`src/rtl/fpadd_arbiter.sv`:
```
// fpadd_arbiter: shares one external fixed-latency FP add/sub unit between two requesters.
//
// Parameters:
//   LATENCY     cycles from fa_a/fa_b/fa_sub stable to fa_out valid (0..6)
//   FIFO_DEPTH  result buffer entries, must be >= LATENCY+1
//
// Ports:
//   clk, rst_n                       clock, synchronous active-low reset
//   reqN_valid/reqN_ready            requester N handshake (N = 0, 1)
//   reqN_a, reqN_b, reqN_sub         requester N operands, sub=1 selects A-B
//   fa_a, fa_b, fa_sub               registered operands driven to the shared adder
//   fa_out, fa_zflag                 adder result and zero flag
//   rsp_valid/rsp_ready              response handshake
//   rsp_result, rsp_zflag, rsp_tag   response payload, tag = requester index
//   busy                             an operation is in flight or buffered
//
// Configuration macro FPADD_ARB_RR_EN: when defined, ties alternate round-robin;
// when undefined, requester 0 always wins a tie.
module fpadd_arbiter #(
  parameter int unsigned LATENCY    = 2,
  parameter int unsigned FIFO_DEPTH = LATENCY + 2
) (
  input  logic        clk,
  input  logic        rst_n,
  input  logic        req0_valid,
  output logic        req0_ready,
  input  logic [31:0] req0_a,
  input  logic [31:0] req0_b,
  input  logic        req0_sub,
  input  logic        req1_valid,
  output logic        req1_ready,
  input  logic [31:0] req1_a,
  input  logic [31:0] req1_b,
  input  logic        req1_sub,
  output logic [31:0] fa_a,
  output logic [31:0] fa_b,
  output logic        fa_sub,
  input  logic [31:0] fa_out,
  input  logic        fa_zflag,
  output logic        rsp_valid,
  input  logic        rsp_ready,
  output logic [31:0] rsp_result,
  output logic        rsp_zflag,
  output logic        rsp_tag,
  output logic        busy
);

  localparam int unsigned CW = $clog2(FIFO_DEPTH + 1);
  localparam int unsigned PW = (FIFO_DEPTH > 1) ? $clog2(FIFO_DEPTH) : 1;
  localparam logic [CW-1:0] DEPTH_C  = CW'(FIFO_DEPTH);
  localparam logic [PW-1:0] LAST_IDX = PW'(FIFO_DEPTH - 1);

  // Credits cover buffered plus in-flight results, so a granted op always has a slot.
  logic [CW-1:0] credit_q, credit_d;
  logic [CW-1:0] cnt_q, cnt_d;
  logic [PW-1:0] wr_q, wr_d, rd_q, rd_d;
  logic [LATENCY:0] vld_q, vld_d, tag_q, tag_d;
  logic [33:0] mem_q [FIFO_DEPTH];

  logic space, gnt0, gnt1, acc0, acc1, acc, push, pop;

  // Grant depends only on registered credits, never on rsp_ready.
  assign space = credit_q < DEPTH_C;

`ifdef FPADD_ARB_RR_EN
  logic last_q;  // last granted requester; reset to 1 so requester 0 wins the first tie

  assign gnt1 = req1_valid & (~req0_valid | ~last_q);

  always_ff @(posedge clk) begin
    if (!rst_n) begin
      last_q <= 1'b1;
    end else if (acc) begin
      last_q <= acc1;
    end
  end
`else
  assign gnt1 = req1_valid & ~req0_valid;
`endif

  assign gnt0       = req0_valid & ~gnt1;
  assign req0_ready = rst_n & space & gnt0;
  assign req1_ready = rst_n & space & gnt1;
  assign acc0       = req0_ready;
  assign acc1       = req1_ready;
  assign acc        = acc0 | acc1;

  // Result for the op accepted LATENCY+1 edges ago is on fa_out now.
  assign push = vld_q[LATENCY];
  assign pop  = rsp_valid & rsp_ready;

  always_comb begin
    vld_d = vld_q;
    tag_d = tag_q;
    for (int i = LATENCY; i > 0; i--) begin
      vld_d[i] = vld_q[i-1];
      tag_d[i] = tag_q[i-1];
    end
    vld_d[0] = acc;
    tag_d[0] = acc1;
  end

  always_comb begin
    credit_d = credit_q;
    if (acc && !pop) begin
      credit_d = credit_q + CW'(1);
    end else if (!acc && pop) begin
      credit_d = credit_q - CW'(1);
    end
  end

  always_comb begin
    cnt_d = cnt_q;
    if (push && !pop) begin
      cnt_d = cnt_q + CW'(1);
    end else if (!push && pop) begin
      cnt_d = cnt_q - CW'(1);
    end
    wr_d = wr_q;
    if (push) begin
      wr_d = (wr_q == LAST_IDX) ? '0 : wr_q + PW'(1);
    end
    rd_d = rd_q;
    if (pop) begin
      rd_d = (rd_q == LAST_IDX) ? '0 : rd_q + PW'(1);
    end
  end

  always_ff @(posedge clk) begin
    if (!rst_n) begin
      credit_q <= '0;
      cnt_q    <= '0;
      wr_q     <= '0;
      rd_q     <= '0;
      vld_q    <= '0;
      tag_q    <= '0;
      fa_a     <= '0;
      fa_b     <= '0;
      fa_sub   <= 1'b0;
    end else begin
      credit_q <= credit_d;
      cnt_q    <= cnt_d;
      wr_q     <= wr_d;
      rd_q     <= rd_d;
      vld_q    <= vld_d;
      tag_q    <= tag_d;
      if (acc0) begin
        fa_a   <= req0_a;
        fa_b   <= req0_b;
        fa_sub <= req0_sub;
      end else if (acc1) begin
        fa_a   <= req1_a;
        fa_b   <= req1_b;
        fa_sub <= req1_sub;
      end
    end
  end

  // Storage needs no reset: entries are only visible while cnt_q is nonzero.
  always_ff @(posedge clk) begin
    if (push) begin
      mem_q[wr_q] <= {tag_q[LATENCY], fa_zflag, fa_out};
    end
  end

  assign rsp_valid = cnt_q != '0;
  assign {rsp_tag, rsp_zflag, rsp_result} = rsp_valid ? mem_q[rd_q] : 34'd0;
  assign busy = (|vld_q) | rsp_valid;

endmodule

```
`config.mk`:
```
export PLATFORM = sky130hd
export DESIGN_NAME = fpadd_arbiter
export DESIGN_NICKNAME = d
export VERILOG_FILES = /design/src/rtl/fpadd_arbiter.sv
export SDC_FILE = /design/constraint.sdc
export NUM_CORES = 1
export LEC_CHECK = 0
export BUFFER_PORTS_ARGS = -buffer_cell sky130_fd_sc_hd__buf_2
export CELL_PAD_IN_SITES_DETAIL_PLACEMENT = 1
export CELL_PAD_IN_SITES_GLOBAL_PLACEMENT = 1
export CORE_ASPECT_RATIO = 0.5
export CORE_MARGIN = 2
export CORE_UTILIZATION = 42
export CTS_BUF_LIST = sky130_fd_sc_hd__clkbuf_16
export DETAILED_ROUTE_END_ITERATION = 16
export PLACE_DENSITY_LB_ADDON = 0.05
export SETUP_SLACK_MARGIN = 0.05
export SLEW_MARGIN = 20
export SYNTH_ARGS = -nofsm -noshare
export SYNTH_HDL_FRONTEND = slang
export SYNTH_SLANG_ARGS = --single-unit
```
`constraint.sdc`:
```
create_clock -name clk -period 2.67 [get_ports clk]
set_input_delay 0.267 -clock clk [delete_from_list [all_inputs] [get_ports clk]]
set_output_delay 0.267 -clock clk [all_outputs]
set_load 0.02 [all_outputs]
```
# --- After elaboration in Yosys (flattened, before gate mapping) ---
# Memories as Yosys holds them, arrays and structs flattened. A register that Yosys moved wholly into a read port is not among the register bits.
# Index checks and enable logic that the tools add are counted.
# Widths: inputs -> output; s select.
totals:
  ff_bits: 81
  latch_bits: 0
  mem_bits_rw: 136
  romBits: 0
  inputBits: 168
  elab_cells: 58
  mem_count: 1
op_classes:
  addsub: 6
  multipliers: 0
  div_mod_pow: 0
  magnitude_cmp: 1
  eq_ne: 2
  n_shift: 0
  mux: 17
  bitwise: 10
  n_reduce_logical: 12
mem_list:
  columns: ["memory", "words", "word_bits", "rd", "rd_ports_with_merged_regs", "write_ports", "line_no", "text"]
  rows:
  - ["mem_q", 4, 34, 1, 1, 1, "58", "logic [33:0] mem_q [FIFO_DEPTH];"]
op_table:
  columns: ["operator", "n"]
  rows:
  - ["$mux 32", 4]
  - ["$mux 34", 1]
  - ["$mux 3", 4]
  - ["$mux 2", 4]
  - ["$add 3x1->3 const B", 2]
  - ["$and 1x1->1", 6]
  - ["$reduce_bool 2->1", 3]
  - ["$sub 3x1->3 const B", 2]
  - ["$add 2x1->2 const B", 2]
  - ["$eq 2x2->1 const B", 2]
  - ["$logic_and 1x1->1", 4]
  - ["$mux 1", 4]
  - ["$logic_not 1->1", 3]
  - ["$lt 3x3->1 const B", 1]
  - ["$reduce_bool 3->1", 1]
  - ["$reduce_or 3->1", 1]
  - ["$not 1->1", 2]
  - ["$or 1x1->1", 2]

# --- Longest topological paths before layout ---
# Gate-level depths: netlist of the first run.
logic_depth:
  word_depth: 10
  mapped_depth: 10
  depth_no_buf: 8

# --- Worst setup path after synthesis of the first run ---
# OpenSTA, ideal clock, no wires.
synth_timing:
  path_kind: "register -> register"
  start: "reg cnt_q[0]"
  end: "reg credit_q[2]"
  setup_ns: 0.125
  t_arrival_ns: 1.867
  required_time_ns: 2.545
  setup_slack_ns: 0.678
  path_stages_with_launch: 8
  path_cell_list: "dfxtp_1 > o31ai_1 > ha_1 > inv_1 > fa_1 > xor2_1 > o211ai_1 > o31ai_1"
synth_between:
  elab_chain_cells: 5
  word_cells_on_any_way: 7
  classes_between: "mux: 1; bitwise: 1; reduce/logical: 5"
synth_lines:
  columns: ["item", "line_no", "text"]
  rows:
  - ["start: declaration", "55", "logic [CW-1:0] cnt_q, cnt_d;"]
  - ["start signal: assignment", "142", "cnt_q <= cnt_d;"]
  - ["$reduce_bool 3->1 (*)", "166", "assign rsp_valid = cnt_q != '0;"]
  - ["$and 1x1->1 (*)", "90", "assign pop = rsp_valid & rsp_ready;"]
  - ["$logic_not 1->1", "105", "if (acc && !pop) begin"]
  - ["$logic_and 1x1->1", "105", null]
  - ["$mux 3 / $reduce_bool 2->1 (equally long branches)", null, null]
  - ["end signal: assignment", "141", "credit_q <= credit_d;"]
  - ["end: declaration", "54", "logic [CW-1:0] credit_q, credit_d;"]
# Every way passes the cells marked *; elsewhere a longest branch is shown, timed or not.
# A chain may end at the register's enable or synchronous reset.

==> metrics list, run 1 <==
- Core footprint: 0.0207 mm2
* Commonest non-fill, non-tap cell in the layout: buf_2
- Summed over all layers, the routed wires come to 24900 um.
- After detailed routing, the average wire length per cell comes to 21.7 um.
- Internal power summed over all cells: 6430 uW
* Clock tree from TritonCTS: done
- The HPWL after detailed placement is 16100 um.
- Share of final-layout standard cells stronger than drive strength 1: 46.3%
- Setup slack on the critical path of the routed design comes to 0.175 ns.
* Final Critical Period: 2.49 ns
- Of the total power, the share spent switching nets is 31.9%.
* Number of enable-type register cells in the synthesized netlist: 136
- Using the TritonRoute via totals, the vias-per-cell ratio works out to 5.37.
- Overall routing resource usage: 22.0%
- The routed layout has 6180 vias.
- The number of setup buffers added after CTS is 0.
- For this run, the top clock speed supported by timing is 0.401 GHz.
- Buffers inserted during clock tree synthesis total 20.
* RSZ-0062 raised after global routing: no
* Net count after synthesis: 753
- Synthesized area divided by synthesized cell count: 15.5 um2
* Standby leakage power: 0.00466 uW
* Clk slew on worst S/H paths: 0.07 ns
* Seq pwr share: 42.2%
* Clock group share of total power: 28.7%
* Pins Over Slew Limit: 0
- Number of hold violations in the final report: 0
* Part of the cycle the worst path needs: 93.4%
* Top cell type by total area after synthesis: edfxtp_1
- Startpoint type of the worst setup path: register
- The first global-routing pass estimated 38000 um of wire.
- The number of different library cells used by synthesis comes to 35.
- Switching pwr: 3020 uW
* Count of cells resized by post-cts repair: 0
- After Yosys synthesis, XOR and XNOR cells account for 0.391% of the synthesized area.
- Floorplan die width: 210 um
- Synth Warn #: 0
- Buffers inserted to repair hold after CTS numbered 31.
* Top cell type's share of synthesized area: 45.6%
- STA classifies the critical path endpoint as an output port.
* Pwr per Cell Area: 826 mW/mm2
- The initial antenna violation count was 6.
- At the end of the flow, the number of nets in the layout was 1038.
- At the pin with the least slew margin, the transition time is 0.847 ns.
* Worst slew margin relative to its limit: 43.5%
* Setup clock skew after layout: 0.0140 ns
- Pin count of the biggest net entering global routing: 82
- In this run, synthesis produced a sequential element count of 219.
* Required time at the endpoint of the critical path: 2.40 ns
- Across the VDD grid, the largest voltage drop is 354 uV.
* Floorplan die area: 0.0226 mm2
- Once detail routing completed, the nets flagged for antenna violations numbered 0.
- Synthesized-area fraction occupied by and/or/nand/nor cells: 6.14%
* Clk sink count: 219
- Post-synthesis instance total: 576
- Synth-to-layout area growth: 27.7%
* Dominant combinational cell family by area after synthesis: compound AO/OA/AOI/OAI gates
- Length of the first detailed-routing pass in iterations: 4
- Area of the mapped netlist: 0.00895 mm2
- Arrival time of the worst setup path: 2.23 ns
- In this run the worst path has a maximum fanout of 23.
* Routability-driven placement congestion ratio: 0.751
- Adding up every negative setup slack in the final design gives 0 ns.
- Sequential cell area fraction in the yosys report: 64.2%
- For this block, the initial DRC count from the detailed router was 313.
- Adder and majority gate portion of the synthesized area: 1.43%
- The tightest min-delay check is of the in -> reg type.
- Height of the die: 107 um
- The run finished with clean final reports.
* Placed standard-cell area: 0.0105 mm2
- Clock insertion delay at the later pin of the skew report: 0.51 ns
- Part of the power in combinational logic: 29.1%
- CTS built an H-tree with a depth of 1.
* Post-placement setup slack: 0.665 ns
- Once the floorplan was initialized, standard cells occupied 43.2% of the core.
- Primary FF master, synth: edfxtp_1
- The worst setup path is of the reg -> out kind.
* Compound-cell area share of the yosys netlist: 15.3%
- Async set-or-reset flop fraction in the synthesized netlist: 0%
- In the layout the commonest cells are 270 x buf_2, 136 x edfxtp_1, 80 x dfxtp_1, 47 x o221a_2, 46 x nor2_1.
* Finished Cell Area: 0.0114 mm2
* Global route overflow: 0
* Floorplan row count: 37
- After detailed routing, the number of remaining DRC violations is 0.
- Library cell used as clock root buffer: clkbuf_16
- Number of violations of the max-capacitance limit: 0
- Ranking of synthesized cells by area: edfxtp_1 46%, dfxtp_1 19%, mux4_2 8.6%
* I/O pin count: 271
- Max clock buf depth: 3
- The tightest hold path in the finished design has a slack of 0.0190 ns.
* Count of input and output buffers: 270
- Setup violations remaining at the end of the flow were counted as 0.
- Measured against the total synthesized area, the mux share comes to 8.89%.
- The via count of the first global-routing pass is 6685.
## final cells by class
| type | instances | area, um2 |
|---|---|---|
| clock inverters | 16 | 104 |
| multi-input cells | 297 | 2890 |
| flip-flops and latches | 219 | 5750 |
| inverters | 5 | 18.8 |
| repair buffers | 318 | 1830 |
| clock buffers | 20 | 500 |
| fillers | 2141 | 9310 |
| diodes | 2 | 5.00 |
| well taps | 273 | 342 |
## Yosys cell counts (all sizes together), types with 2 or more instances
cell	n
a21boi	3
a2bb2oi	40
and2	45
buf	27
clkbuf	28
dfxtp	83
edfxtp	136
fa	2
ha	7
inv	5
mux2i	3
mux4	34
nand2	3
nand2b	2
nor2	47
nor2b	3
o21ai	3
o221a	64
o22a	24
o31ai	3
or3	3
xnor2	2
xor2	2
## stage by stage
step | total power (uW) | std cells | utilization (%)
floorplan | 5880 | 576 | -
global placement | 6750 | 1081 | 50.7
detailed placement | 6800 | 1081 | 50.7
CTS | 9570 | 1148 | 55.1
global route | 9890 | 1148 | 55.1
finish | 9450 | 1150 | 55.1
## power groups by stage
| stage | clock network (uW) | logic [uW] | registers, uW |
|---|---|---|---|
| 2_1_floorplan | 0 | 1700 | 4180 |
| 3_3_place_gp | 0 | 2710 | 4040 |
| 3_5_place_dp | 0 | 2750 | 4050 |
| 4_1_cts | 2790 | 2800 | 3980 |
| 5_1_grt | 2900 | 2970 | 4010 |
| 6_report | 2710 | 2750 | 3980 |
## logic make-up (layout without fill, tap and decap cells)
kind of cell | Yosys count | in the layout
other | 0 | 2
AND/OR/NAND/NOR | 106 | 106
flip-flops | 219 | 219
AO/OA/AOI/OAI | 141 | 141
buffers and inverters | 60 | 359
adder cells (fa/ha/maj) | 9 | 9
multiplexers | 37 | 37
XOR/XNOR | 4 | 4
## state kept, by name, summed over array words and instances, names as in the netlist, named ones only
signal    flops
wr_q          2
fa_a         32
cnt_q         3
mem_q       136
fa_b         32
rd_q          2
fa_sub        1
vld_q         3
tag_q         3
credit_q      3
## path summary, 6_finish.rpt
check,end,slack (ns),startpoint,depth (start not counted)
worst min-delay path,mem_q[0][23]$_DFFE_PP_,0.02,fa_out[23],1
worst max register to register,cnt_q[2]$_SDFFE_PN0P_,0.65,cnt_q[0]$_SDFFE_PN0P_,7
worst max-delay path,rsp_result[2],0.18,register,4
worst min register to register,tag_q[1]$_SDFF_PN0_,0.44,tag_q[0]$_SDFF_PN0_,1
## worst max-delay path, cell delays in order (launching register included)
cell and delay, ns:
dfxtp_2 0.75, buf_4 0.30, mux4_2 0.34, and2_1 0.17, buf_2 0.15
## routing by layer
| layer | up-vias | GRT usage (%) | part of all wire [%] |
|---|---|---|---|
| met3 | 37 | 6.85 | 7.1 |
| met1 | 3094 | 27.1 | 42 |
| met5 | - | 0 | 0.14 |
| met4 | 6 | 4.58 | 1.6 |
| met2 | 176 | 38.4 | 49 |
| li1 | 2867 | - | - |
(Power assumes the default switching activity.)
==> inputs of run 2 (changes only) <==
Settings changed: CORE_UTILIZATION 42 to 43, CTS_BUF_LIST sky130_fd_sc_hd__clkbuf_16 to sky130_fd_sc_hd__clkbuf_2, CTS_CLUSTER_SIZE set to 14.
==> run 2 against run 1 <==
Worst hold slack better by 0.031 ns. Global-route usage is 2.3 points higher. Cell area is 12% higher. Utilization is 7.3 points higher. Clock power is 18% lower. Clock-buffer cell count is 62 higher. First-iteration DRC count is 5.1% higher. Sequential share of layout area is 5.2 points lower. Largest cell class unchanged.
==> metrics list, run 2 (synthesized netlist as in run 1, its figures left out) <==
- R2r endpoint: credit_q[2]$_SDFFE_PN0P_
- The shortest period the worst path allows came to 2.45 ns (-0.0447 ns).
* Seq. cell area: 0.00576 mm2 (+0.11%)
- The total buffers and inverters traversed by the critical path came to 2 (unchanged).
- Share of final-layout standard cells stronger than drive strength 1: 43.9% (-2.4 points)
* Seq pwr share: 43.1% (+0.9 points)
- The die extent in x was 208 um (-1.1%).
- I/O pin count: 271 (unchanged)
- The worst setup slack after layout came to 0.220 ns (+0.0447 ns).
- The worst hold path stage count came to 4 (+3).
- Part of the cycle the worst path needs: 91.8% (-1.7 points)
- Count of placed standard cells including taps: 1079 (-0.19%)
- Finish-stage setup viols: 0 (unchanged)
- The number of input and output port buffers inserted came to 270 (unchanged).
* Vias per cell: 5.26 (-2.2%)
* Standby leakage power: 0.00526 uW (+13%)
- The final layout net count was 1208 (+16%).
- The cell-internal power came to 6110 uW (-5.1%).
* Peak ir drop on the vdd network: 292 uV (-18%)
* Switching pwr: 3210 uW (+6.2%)
* Total Wirelength: 27600 um (+11%)
* Number of hold violations in the final report: 0 (unchanged)
* Clk slew on worst S/H paths: 0.12 ns (+0.05 ns)
- The library cells used most frequently in the layout, excluding fill and tap cells, are 270 x buf_2, 168 x dlygate4sd3_1, 136 x edfxtp_1, 82 x clkbuf_2, 79 x dfxtp_1.
- Routability-driven placement congestion ratio: 0.760 (+1.2%)
* Detail-routed net length per standard cell: 20.5 um (-5.3%)
- In this run the critical register-to-register path is launched from cnt_q[2]$_SDFFE_PN0P_.
* Fin util: 62.4% (+7.3 points)
* Height of the die: 106 um (-1.1%)
- The wire length of the first global-routing pass was 42200 um (+11%).
- Critical-path top delay cell: mux4_2
- Family with the most delay on the worst path: multiplexers
* Critical Path Fanout Max: 8 (-65%)
- Arrival time of the worst setup path: 2.18 ns (-0.05 ns)
* Critical Path End Type: output port
* Overall power: 9310 uW (-1.5%)
* Overall routing resource usage: 24.3% (+2.3 points)
- The count of antenna-violating nets left after detailed routing was 0 (unchanged).
- Via count of the first global-routing pass: 7782 (+16%)
- Cts bufs inserted: 49 (+150%)
* Total area of multi-input combinational cells: 0.00290 mm2 (+0.43%)
- Pin count of the biggest net entering global routing: 82 (unchanged)
* Clock tree from TritonCTS: done
- The total negative setup slack is 0 ns (unchanged).
- Clock H-tree levels: 2 (+1)
* Floorplan die area: 0.0221 mm2 (-2.3%)
* Delay of the slowest cell on the worst path: 0.49 ns (-0.26 ns)
- The remaining max-slew budget at the tightest pin was 43.2% (-0.34 points).
- The flow ran to the end, and the final reports show no timing, DRC or antenna violations.
- Core footprint: 0.0205 mm2 (-1.3%)
- The number of flip-flops in the largest register was 136 (unchanged).
- The part of the total power dissipated in the clock network is 23.8% (-4.9 points).
- Length of the first detailed-routing pass in iterations: 4 (unchanged)
* Count of routing violations after the opening detailed-route iteration: 329 (+5.1%)
* Initial antenna violation count: 3 (-3)
- The clock tree buffer depth is 3 (unchanged).
- Worst Reg-to-Reg Cells: 7 (unchanged)
* RSZ-0062 raised after global routing: no
* Filler-free cell count of the finished design: 1344 (+17%)
- Effective utilization at floorplan: 43.8% (+0.59 points)
- The setup slack of the most critical reg-to-reg path was 0.34 ns (-0.31 ns).
- The slew at the pin closest to its max-slew limit was 0.852 ns (+0.00516 ns).
- Detailed-route via count: 7067 (+14%)
- The tightest min-delay check is of the in -> reg type.
* Commonest non-fill, non-tap cell in the layout: buf_2
- WHS Endpoint: fa_b[19]$_SDFFE_PN0N_
- Setup CP Type: reg -> out
- The detailed-placement wirelength estimate came to 15700 um (-2.4%).
* Number of filler instances in the final layout: 2082 (-2.8%)
* Clock insertion delay at the later pin of the skew report: 0.73 ns (+0.22 ns)
- Maximum clock frequency: 0.408 GHz (+1.8%)
- Clk sink count: 219 (unchanged)
- The post-route DRC violation count came to 0 (unchanged).
- Part of the power in combinational logic: 33.2% (+4.1 points)
- The power per unit of standard cell area was 729 mW/mm2 (-12%).
- The worst setup slack after placement came to 0.396 ns (-0.269 ns).
- Global route overflow: 0 (unchanged)
- Relative to the synthesized area, the layout overhead comes to 42.7%.
- The net switching fraction of the power came to 34.4% (+2.5 points).
- Setup clock skew after layout: 0.0477 ns (+0.0337 ns)
- Startpoint of the most critical hold path: req1_b[19]
- Largest registers ranked by flip-flop count: mem_q x136, fa_a x32, fa_b x32
* Series of cell instances along the critical path: clkbuf_16 > mux4_2 > and2_1 > buf_2
* Library cell used as clock root buffer: clkbuf_2
* Required time at the endpoint of the critical path: 2.40 ns (about the same)
- Largest register by flop count: mem_q
- Number of violations of the max-capacitance limit: 0 (unchanged)
- Startpoint type of the worst setup path: register
* Pins Over Slew Limit: 0 (unchanged)
* Floorplan row count: 37 (unchanged)
[run 2: cell types whose count changed in the layout (fill, tap and decap cells not counted), moves of 2 or more]
cell,delta
dfxtp_4,+2
clkbuf_2,+82
dlygate4sd3_1,+137
buf_4,-2
inv_1,-6
clkbuf_16,-19
buf_12,+4
clkinv_2,-4
[run 2: final cells by class]
class | count | area share (%)
sequential | 219 | 45.0
timing repair buffer | 458 | 25.7
inverter | 5 | 0.147
multi-input combinational | 298 | 22.7
clock inverter | 7 | 0.450
antenna | 2 | 0.0392
tap | 273 | 2.67
clock buffer | 82 | 3.21
[run 2: repair_timing]
item,in CTS,in global routing
hold buffers,168,0
endpoints found under the hold margin,204,0
pin swaps,0,1
cloned,0,2
buffers inserted,0,4
setup endpoints to repair,32,29
resized for setup,5,2
[run 2: metal layers]
layer	track usage (%)	routed length (um)	share of wire, %
met5	0	0	0
met4	7.40	658	2.4
met3	7.09	1730	6.3
met2	41.6	13500	49
met1	30.2	11700	43
[run 2: power groups by stage]
stage          registers, uW  logic, uW  clock network [uW]
2_1_floorplan           4180       1700                   0
3_3_place_gp            4040       2700                   0
5_1_grt                 4040       3320                2460
3_5_place_dp            4050       2750                   0
4_1_cts                 3990       3000                2280
6_report                4010       3090                2210
[run 2: how the worst max path moves through the flow]
stage	end	slack, ns	depth (start not counted)
after global routing	rsp_result[1]	0.06	4
after floorplan	credit_q[2]$_SDFFE_PN0P_	0.68	7
final	rsp_result[8]	0.22	4
after global placement	credit_q[2]$_SDFFE_PN0P_	0.50	7
after detailed placement	credit_q[2]$_SDFFE_PN0P_	0.40	7
after CTS	rsp_result[1]	0.05	4
[run 2: through the flow]
stage          cell area, um2  hold WS, ns
3_3_place_gp            10500        0.419
4_1_cts                 12700      0.00979
5_1_grt                 12800       0.0151
2_1_floorplan            8950        0.366
6_report                12800       0.0496
3_5_place_dp            10500        0.427
[run 2: tightest hold or removal path: cells and delay by family]
family	cells	cell delay [ns]
buf+inv	1	0.09
simple gates	1	0.05
compound gates	2	0.32
